## config.mk

```make
export PLATFORM = sky130hd
export DESIGN_NAME = freq_meter
export DESIGN_NICKNAME = d
export VERILOG_FILES = /design/src/rtl/freq_meter_pkg.sv /design/src/rtl/sample_pacer.sv /design/src/rtl/freq_meter.sv
export SDC_FILE = /design/constraint.sdc
export NUM_CORES = 1
export LEC_CHECK = 0
export BUFFER_PORTS_ARGS = -buffer_cell sky130_fd_sc_hd__buf_2
export CAP_MARGIN = 25
export CORE_ASPECT_RATIO = 2
export CORE_MARGIN = 2
export CORE_UTILIZATION = 49
export CTS_CLUSTER_DIAMETER = 150
export DETAILED_ROUTE_END_ITERATION = 6
export GPL_TIMING_DRIVEN = 0
export MAX_ROUTING_LAYER = met4
export PLACE_DENSITY = 0.8
export SLEW_MARGIN = 20
export SYNTH_ARGS = -nofsm -noshare
export SYNTH_HDL_FRONTEND = slang
export SYNTH_SLANG_ARGS = --single-unit
export TNS_END_PERCENT = 100
```

## constraint.sdc

```tcl
create_clock -name clk -period 1.9 [get_ports clk]
set_clock_uncertainty 0.05 [all_clocks]
set_input_delay 0.095 -clock clk [delete_from_list [all_inputs] [get_ports clk]]
set_output_delay 0.095 -clock clk [all_outputs]
set_load 0.02 [all_outputs]
```

## src/rtl/freq_meter_pkg.sv

```systemverilog
// freq_meter_pkg: shared widths, saturation constant and FSM state type for
// the zero-crossing frequency meter.
//   SAMPLE_W   - width of the two's-complement DDS sample
//   PERIOD_W   - width of the sample counter / reported period
//   PERIOD_SAT - saturation value of the sample counter
//   state_t    - measurement FSM states (IDLE, PACE, WAIT)
//   sat_inc    - saturating increment for the sample counter
package freq_meter_pkg;

    localparam int unsigned SAMPLE_W = 16;
    localparam int unsigned PERIOD_W = 16;

    localparam logic [PERIOD_W-1:0] PERIOD_SAT = '1;

    typedef enum logic [1:0] {
        ST_IDLE = 2'd0,
        ST_PACE = 2'd1,
        ST_WAIT = 2'd2
    } state_t;

    function automatic logic [PERIOD_W-1:0] sat_inc(input logic [PERIOD_W-1:0] v);
        return (v == PERIOD_SAT) ? v : v + PERIOD_W'(1);
    endfunction

endpackage

```

## src/rtl/sample_pacer.sv

```systemverilog
// sample_pacer: paces sample requests while the meter is in PACE.
//   clk    - clock, rising edge
//   reset  - synchronous active-high reset
//   start  - high for every PACE cycle; low clears the countdown
//   div    - pacing interval; pulse on the (div+1)th consecutive start cycle
//   pulse  - one-cycle sample request
module sample_pacer #(
    parameter int unsigned DIV_W = 8
) (
    input  logic             clk,
    input  logic             reset,
    input  logic             start,
    input  logic [DIV_W-1:0] div,
    output logic             pulse
);

    logic [DIV_W-1:0] cnt;

    // '>=' rather than '==' so a div lowered mid-count still ends the interval
    assign pulse = start && (cnt >= div);

    always_ff @(posedge clk) begin
        if (reset || !start || pulse) begin
            cnt <= '0;
        end else begin
            cnt <= cnt + DIV_W'(1);
        end
    end

endmodule

```

## src/rtl/freq_meter.sv

```systemverilog
// freq_meter: requests DDS samples at a paced rate, detects positive zero
// crossings with hysteresis and reports the number of samples between
// successive crossings.
//   clk, reset        - clock (rising edge), synchronous active-high reset
//   enable            - run measurement; low returns to IDLE
//   div               - pacing interval (pulse every div+1 PACE cycles)
//   sampling_pulse    - one-cycle request for the next sample
//   new_sample_ready  - DDS strobe qualifying sample (honoured only in WAIT)
//   sample            - two's-complement DDS sample
//   period            - samples between the last two positive crossings
//   period_valid      - one-cycle strobe on period update
//   overrange         - last reported period saturated
//   err_timeout       - sticky flag: a request went unanswered
// Optional: define FREQ_METER_PEAK_EN to add output peak, the largest signed
// sample of the window closed by each reported crossing.
module freq_meter
    import freq_meter_pkg::*;
#(
    parameter int unsigned DIV_W   = 8,
    parameter int unsigned TIMEOUT = 16,
    parameter int unsigned HYST    = 256
) (
    input  logic                clk,
    input  logic                reset,
    input  logic                enable,
    input  logic [DIV_W-1:0]    div,
    output logic                sampling_pulse,
    input  logic                new_sample_ready,
    input  logic [SAMPLE_W-1:0] sample,
    output logic [PERIOD_W-1:0] period,
    output logic                period_valid,
    output logic                overrange,
    output logic                err_timeout
`ifdef FREQ_METER_PEAK_EN
    ,
    output logic [SAMPLE_W-1:0] peak
`endif
);

    localparam int unsigned TO_W = $clog2(TIMEOUT + 1);
    localparam logic [TO_W-1:0] TO_LAST = TO_W'(TIMEOUT - 1);
    localparam logic signed [SAMPLE_W-1:0] ARM_LVL = SAMPLE_W'(0 - HYST);

    state_t              state;
    logic [TO_W-1:0]     wait_cnt;
    logic [PERIOD_W-1:0] sample_cnt;
    logic                armed;
    logic                seen_cross;

    logic pace_start;
    logic pace_pulse;
    logic accept;
    logic expire;
    logic arm_hit;
    logic crossing;

    assign pace_start = (state == ST_PACE) && enable && !reset;

    sample_pacer #(
        .DIV_W (DIV_W)
    ) u_pacer (
        .clk   (clk),
        .reset (reset),
        .start (pace_start),
        .div   (div),
        .pulse (pace_pulse)
    );

    assign sampling_pulse = pace_pulse;

    // A strobe on the last WAIT cycle wins over the timeout.
    assign accept   = (state == ST_WAIT) && new_sample_ready && enable && !reset;
    assign expire   = (state == ST_WAIT) && !new_sample_ready && (wait_cnt == TO_LAST);
    assign arm_hit  = $signed(sample) <= ARM_LVL;
    assign crossing = accept && armed && !sample[SAMPLE_W-1];

    always_ff @(posedge clk) begin
        if (reset) begin
            state        <= ST_IDLE;
            wait_cnt     <= '0;
            sample_cnt   <= '0;
            armed        <= 1'b0;
            seen_cross   <= 1'b0;
            period       <= '0;
            period_valid <= 1'b0;
            overrange    <= 1'b0;
            err_timeout  <= 1'b0;
        end else begin
            period_valid <= 1'b0;
            if (!enable) begin
                // period and overrange deliberately hold across IDLE
                state       <= ST_IDLE;
                wait_cnt    <= '0;
                sample_cnt  <= '0;
                armed       <= 1'b0;
                seen_cross  <= 1'b0;
                err_timeout <= 1'b0;
            end else begin
                case (state)
                    ST_IDLE: state <= ST_PACE;
                    ST_PACE: begin
                        if (pace_pulse) begin
                            state    <= ST_WAIT;
                            wait_cnt <= '0;
                        end
                    end
                    ST_WAIT: begin
                        if (new_sample_ready || expire) begin
                            state <= ST_PACE;
                        end else begin
                            wait_cnt <= wait_cnt + TO_W'(1);
                        end
                    end
                    default: state <= ST_IDLE;
                endcase

                if (expire) begin
                    err_timeout <= 1'b1;
                end

                if (accept) begin
                    if (crossing) begin
                        // the crossing sample opens the next window, hence 1
                        armed      <= 1'b0;
                        sample_cnt <= PERIOD_W'(1);
                        seen_cross <= 1'b1;
                        if (seen_cross) begin
                            period       <= sample_cnt;
                            period_valid <= 1'b1;
                            overrange    <= (sample_cnt == PERIOD_SAT);
                        end
                    end else begin
                        sample_cnt <= sat_inc(sample_cnt);
                        if (arm_hit) begin
                            armed <= 1'b1;
                        end
                    end
                end
            end
        end
    end

`ifdef FREQ_METER_PEAK_EN
    localparam logic signed [SAMPLE_W-1:0] SAMPLE_MIN = {1'b1, {(SAMPLE_W-1){1'b0}}};

    logic signed [SAMPLE_W-1:0] run_max;
    logic signed [SAMPLE_W-1:0] window_max;

    assign window_max = ($signed(sample) > run_max) ? $signed(sample) : run_max;

    always_ff @(posedge clk) begin
        if (reset) begin
            run_max <= SAMPLE_MIN;
            peak    <= SAMPLE_MIN;
        end else if (!enable) begin
            run_max <= SAMPLE_MIN;
        end else if (accept) begin
            if (crossing) begin
                run_max <= SAMPLE_MIN;
                if (seen_cross) begin
                    peak <= window_max;
                end
            end else begin
                run_max <= window_max;
            end
        end
    end
`endif

endmodule

```

# After elaboration in Yosys (flattened, before gate mapping)
# Cells that the tools add are included.
# totals
regBits	52
output_inout_bits	20
# op_classes
add_sub_neg	3
n_reduce_logical	28
bitwise_logic	3
muxes	11
eq_ne	8
magnitude_cmp	2
# ops
op	n
$mux 16	2
$add 16x1->16 const B	1
$eq 16x16->1 const B	1
$le 16x9->1 const B	1
$logic_and 1x1->1	10
$mux 5	2
$pmux 5 s2	1
$add 8x1->8 const B	1
$ge 8x8->1	1
$reduce_and 2->1	4
$pmux 2 s3	1
$add 5x1->5 const B	1
$eq 5x4->1 const B	1
$logic_not 1->1	4
$mux 2	2
$ne 2x1->1 const B	2
$ne 2x2->1 const B	2
$reduce_and 4->1	1
$reduce_bool 2->1	2
$reduce_or 4->1	1
$logic_or 1x1->1	3
$mux 1	3
$not 1->1	3
$reduce_and 3->1	1
4 further kinds	4

# Longest topological paths before layout
# logic_depth
depth_word	8
mapped_depth	8
depth_no_buf	7

# By module
# Synthesis repeated with hierarchy kept, for this count alone.
# unflattened
hier_cells	279
area_unflattened_um2	2573.7
# by_module_without_submodules
mod	area_per_inst_um2	n_inst	seq_area_each_um2	cells_per_inst
freq_meter	2063.2	1	880.8	217
sample_pacer	510.5	1	160.2	62

# Worst setup path after synthesis
# Ideal clock, no wire load.
# synth_timing
path_kind	reg-to-reg
startpoint	register u_pacer.cnt[0]
endpoint	register wait_cnt[1]
setup_ns	0.145
setup_slack_ns	-0.197
path_stages_with_launch	8
n_path_buf	0
arrival_ns	1.902
path_cell_list	dfxtp_1 -> inv_1 -> ha_1 -> nand2b_1 -> a2111oi_0 -> o41ai_1 -> nor2b_1 -> o21ai_0
# synth_via
elab_chain_cells	4
# synth_lines
element	line_no	text
start: declaration	sample_pacer.sv:17	logic [DIV_W-1:0] cnt;
start signal: assignment	sample_pacer.sv:26	cnt <= cnt + DIV_W'(1);
$ge 8x8->1	sample_pacer.sv:20	assign pulse = start && (cnt >= div);
$logic_and 1x1->1	sample_pacer.sv:20	
via sampling_pulse	freq_meter.sv:27	output logic sampling_pulse,
$ne 2x1->1 (no source line)	--	
$reduce_and 3->1 (no source line)	--	
end signal: assignment	freq_meter.sv:111	wait_cnt <= wait_cnt + TO_W'(1);
end: declaration	freq_meter.sv:45	logic [TO_W-1:0] wait_cnt;
# The timed path passes the listed nets, and every way through them passes these cells.
# A chain may end at the register's enable or synchronous reset.

# Worst setup path after layout
# layout_timing
startpoint	register u_pacer.cnt[2]
endpoint	output port sampling_pulse
# layout_via
elab_chain_cells	2
# layout_lines
element	line_no
$ge 8x8->1	sample_pacer.sv:20
$logic_and 1x1->1	sample_pacer.sv:20
end: declaration	freq_meter.sv:27
# No other way between the ends.

==> out/qor.txt <==
r2r setup slk - -0.02 ns
clock power share - 39.5%
Simple-Gate Fraction of Synth Area - 26.61%
core area - 5046 um2
status - finished, violations left
slew margin rel. - 65.84%
fraction of synthesized area in multiplexers - 0.3943%
# rows - 37
GRT overflow - 0
WP data required - 1.75 ns
sequential cell area fraction in the yosys report - 41.01%
number of diodes - 0
largest family of logic cells by synthesized area - simple AND/OR/NAND/NOR gates
Post-synth top flop - dfxtp_1
vias - 2334
combinational fraction of design power - 5.0%
slew at the pin with the worst max-slew slack - 0.5123 ns
Power Dens Cells - 627.5 nW/um2
NetSw - 0.0004321 W
worst r2r src - u_pacer.cnt[0]
internal power - 0.001535 W
Worst Hold Class - primary input to register
Worst VDD drop - 0.6321 mV
Final Max Slew Viols - 0
final antenna-violating net count - 0
Die W - 54.90 um
Tcrit/Tclk final - 103.2%
TritonCTS clock tree - done
H-tree Lvls - 2
share of layout cells above drive strength 1 - 28.29%
Crit Reg-Reg Endpoint - u_pacer.cnt[2]
Sw Share - 21.97%
number of synthesized flops with an enable pin - 0
clock insertion delay at the later pin of the skew report - 0.31 ns
PortBufs - 47
setup TNS - -0.1359 ns
fin nets - 396
post-synthesis adder-cell area fraction - 5.914%
CTS Hold Buffers Added - 0
drt drc - 0
CTS Buf Count - 5
Via density - 5.624
Die ar. - 5807 um2
DIE HEIGHT - 105.8 um
Flop pwr share - 55.5%
Cell variety after synth - 51
Worst Setup Path Type - register to output pin
Synth Area in XOR/XNOR - 5.520%
RePlAce Congestion - 0.8996
WL final - 5.604 mm
post-layout min period - 1.960 ns
Worst Reg2Reg Path Length in Cells - 8
first-pass GRT wire length - 9.018 mm
Pre-Repair DR Iteration Count - 4
Post-Syn Area - 2539 um2
clock transition at the registers of the reported paths - 0.09 ns
FMAX - 510.2 MHz
root buffer cell - clkbuf_8
post-route insts no fill - 415
Final Hold Viols - 0
# placed instances - 402
Async SR Flop Fraction - 0%
All-Layer GR Usage - 20.81%
failing checks - negative setup slack
clk sinks - 52
clk buf depth - 2
Hold Crit Depth - 3
largest net degree at the start of global routing - 17
Startpoint Class - register
hpwl dp - 3.979 mm
max_cap viols - 0
syn avg cell area - 8.548 um2
initial antenna violation count - 0
worst setup margin - -0.06009 ns
WHS Endpoint - armed
Initial Util - 50.31%
Hold Crit Start - sample[15]
Boundary Pins - 48
vias in the first global route - 2164
Mapped Cells - 297
RSZ-0062 raised after global routing - yes
Area growth, synth to finish - 23.46%
Compound-Gate Fraction of Synth Area - 15.92%
crit end category - output pin
final setup fails - 8
post-DR wirelength/cell - 13.50 um
DR iter-0 viols - 67
Synth Register Bits - 52
leak pwr - 1.251 nW
critical path fanouts, max - 5
Worst Path Arrival - 1.82 ns
Ys Warns - 0
Post-Syn Nets - 337
[through the flow]
stage / instance area, um2 / utilization [%] / total power (W) / setup slack [ns] / hold WS [ns]
6_report: 3134 / 62.11 / 0.001967 / -0.06009 / 0.01879
5_1_grt: 3134 / 62.11 / 0.002032 / -0.1482 / 0.05009
3_3_place_gp: 2856 / 56.61 / 0.001200 / -0.1362 / 0.3245
2_1_floorplan: 2549 / - / 0.001161 / 0.02211 / 0.2087
3_5_place_dp: 2856 / 56.61 / 0.001203 / -0.1907 / 0.3385
4_1_cts: 3068 / 60.80 / 0.001982 / -0.1553 / 0.01340
[what timing repair did]
item	4_1_cts	5_1_grt
resized for setup	11	14
setup buffers	5	1
endpoints found under the setup margin	16	20
pin swaps	5	2
[worst max-delay path by stage]
stage                               from              to  depth (start not counted)  slack (ns)
after floorplan           u_pacer.cnt[0]  u_pacer.cnt[2]                          8        0.02
after global placement    u_pacer.cnt[0]  u_pacer.cnt[3]                          8       -0.14
after detailed placement  u_pacer.cnt[0]  u_pacer.cnt[3]                          8       -0.19
after CTS                 u_pacer.cnt[0]  sampling_pulse                          7       -0.16
after global routing      u_pacer.cnt[2]  sampling_pulse                          6       -0.15
final                     u_pacer.cnt[2]  sampling_pulse                          6       -0.06
[cells in the mapped netlist, types with 2 or more instances]
library cell | n | area, um2
clkbuf_1 | 5 | 18.77
o31ai_1 | 2 | 15.01
nand3b_1 | 3 | 22.52
nand2b_1 | 4 | 25.02
and4_4 | 2 | 22.52
buf_6 | 2 | 22.52
nand4_1 | 5 | 31.28
xor2_1 | 7 | 61.31
nor4_1 | 3 | 18.77
nand3_1 | 18 | 90.09
o21a_1 | 4 | 30.03
nor2_1 | 27 | 101.4
a31oi_1 | 2 | 12.51
a211oi_1 | 2 | 15.01
a211oi_2 | 3 | 37.54
buf_2 | 4 | 20.02
o21ai_0 | 6 | 30.03
and4_1 | 3 | 26.28
a21oi_1 | 28 | 140.1
o41ai_1 | 2 | 17.52
xnor2_1 | 9 | 78.83
nand2_1 | 47 | 176.4
or3_1 | 2 | 12.51
ha_1 | 12 | 150.1
dfxtp_1 | 52 | 1041
and3_1 | 5 | 31.28
inv_1 | 11 | 41.29
nor2b_1 | 3 | 18.77
a31o_2 | 2 | 17.52
[routing by layer]
metal | wire length, um | part of all wire (%) | vias to the layer above | track usage [%]
met4 | 74 | 1.3 | 0 | 7.143
met3 | 331 | 5.9 | 5 | 3.399
met1 | 2338 | 42 | 1097 | 24.80
met5 | 0 | 0 | - | -
met2 | 2859 | 51 | 75 | 34.18
li1 | - | - | 1157 | -
[layout by cell type (no fill, tap or decap), types with 2 or more instances in the layout]
cell,count
a211oi_1,2
a211oi_2,3
a21oi_1,28
a31o_2,2
a31oi_1,2
and3_1,5
and4_1,3
and4_4,2
buf_2,49
buf_4,7
buf_6,3
clkbuf_1,6
clkbuf_8,5
dfxtp_1,47
dfxtp_2,3
dfxtp_4,2
ha_1,9
ha_4,2
inv_1,10
inv_2,2
nand2_1,47
nand2b_1,3
nand3_1,18
nand3b_1,3
nand4_1,5
nor2_1,25
nor2_2,2
nor2b_1,2
nor4_1,2
o21a_1,4
o21ai_0,6
o31ai_1,2
o41ai_2,2
xnor2_1,9
xor2_1,7
[flip-flops by register name (all words and copies together) (netlist names)]
register      count
u_pacer.cnt       8
err_timeout       1
seen_cross        1
period_valid      1
state             2
armed             1
overrange         1
sample_cnt       16
wait_cnt          5
period           16
[power by group through the flow]
stage	clock network [W]	logic, W	registers (W)
final	0.000777	0.0000979	0.00109
after global routing	0.000829	0.000110	0.00109
after CTS	0.000792	0.0000965	0.00109
after detailed placement	0	0.0000821	0.00112
after global placement	0	0.0000789	0.00112
after floorplan	0	0.0000412	0.00112
[kinds of logic after synthesis]
logic type / count (synthesis)
simple gates: 132
mux: 1
compound gates: 59
flops: 52
buf+inv: 25
fa+ha+maj: 12
xor+xnor: 16
[area by class of cell]
type / count / area (um2)
buffer: 12 / 67.56
timing repair buffer: 53 / 286.5
sequential: 52 / 1052
fill: 433 / 1912
clock inverter: 2 / 38.79
tap: 58 / 72.57
clock buffer: 6 / 72.57
inverter: 12 / 45.04
multi-input combinational: 220 / 1499
[critical path, cell delays in order, from the launching register on]
cell and delay (ns):
dfxtp_4 0.37, ha_4 0.26, o21a_1 0.12, nor2_1 0.04, o41ai_2 0.34, nor2b_4 0.25, buf_6 0.13
Power figures use the tool's default switching activity.
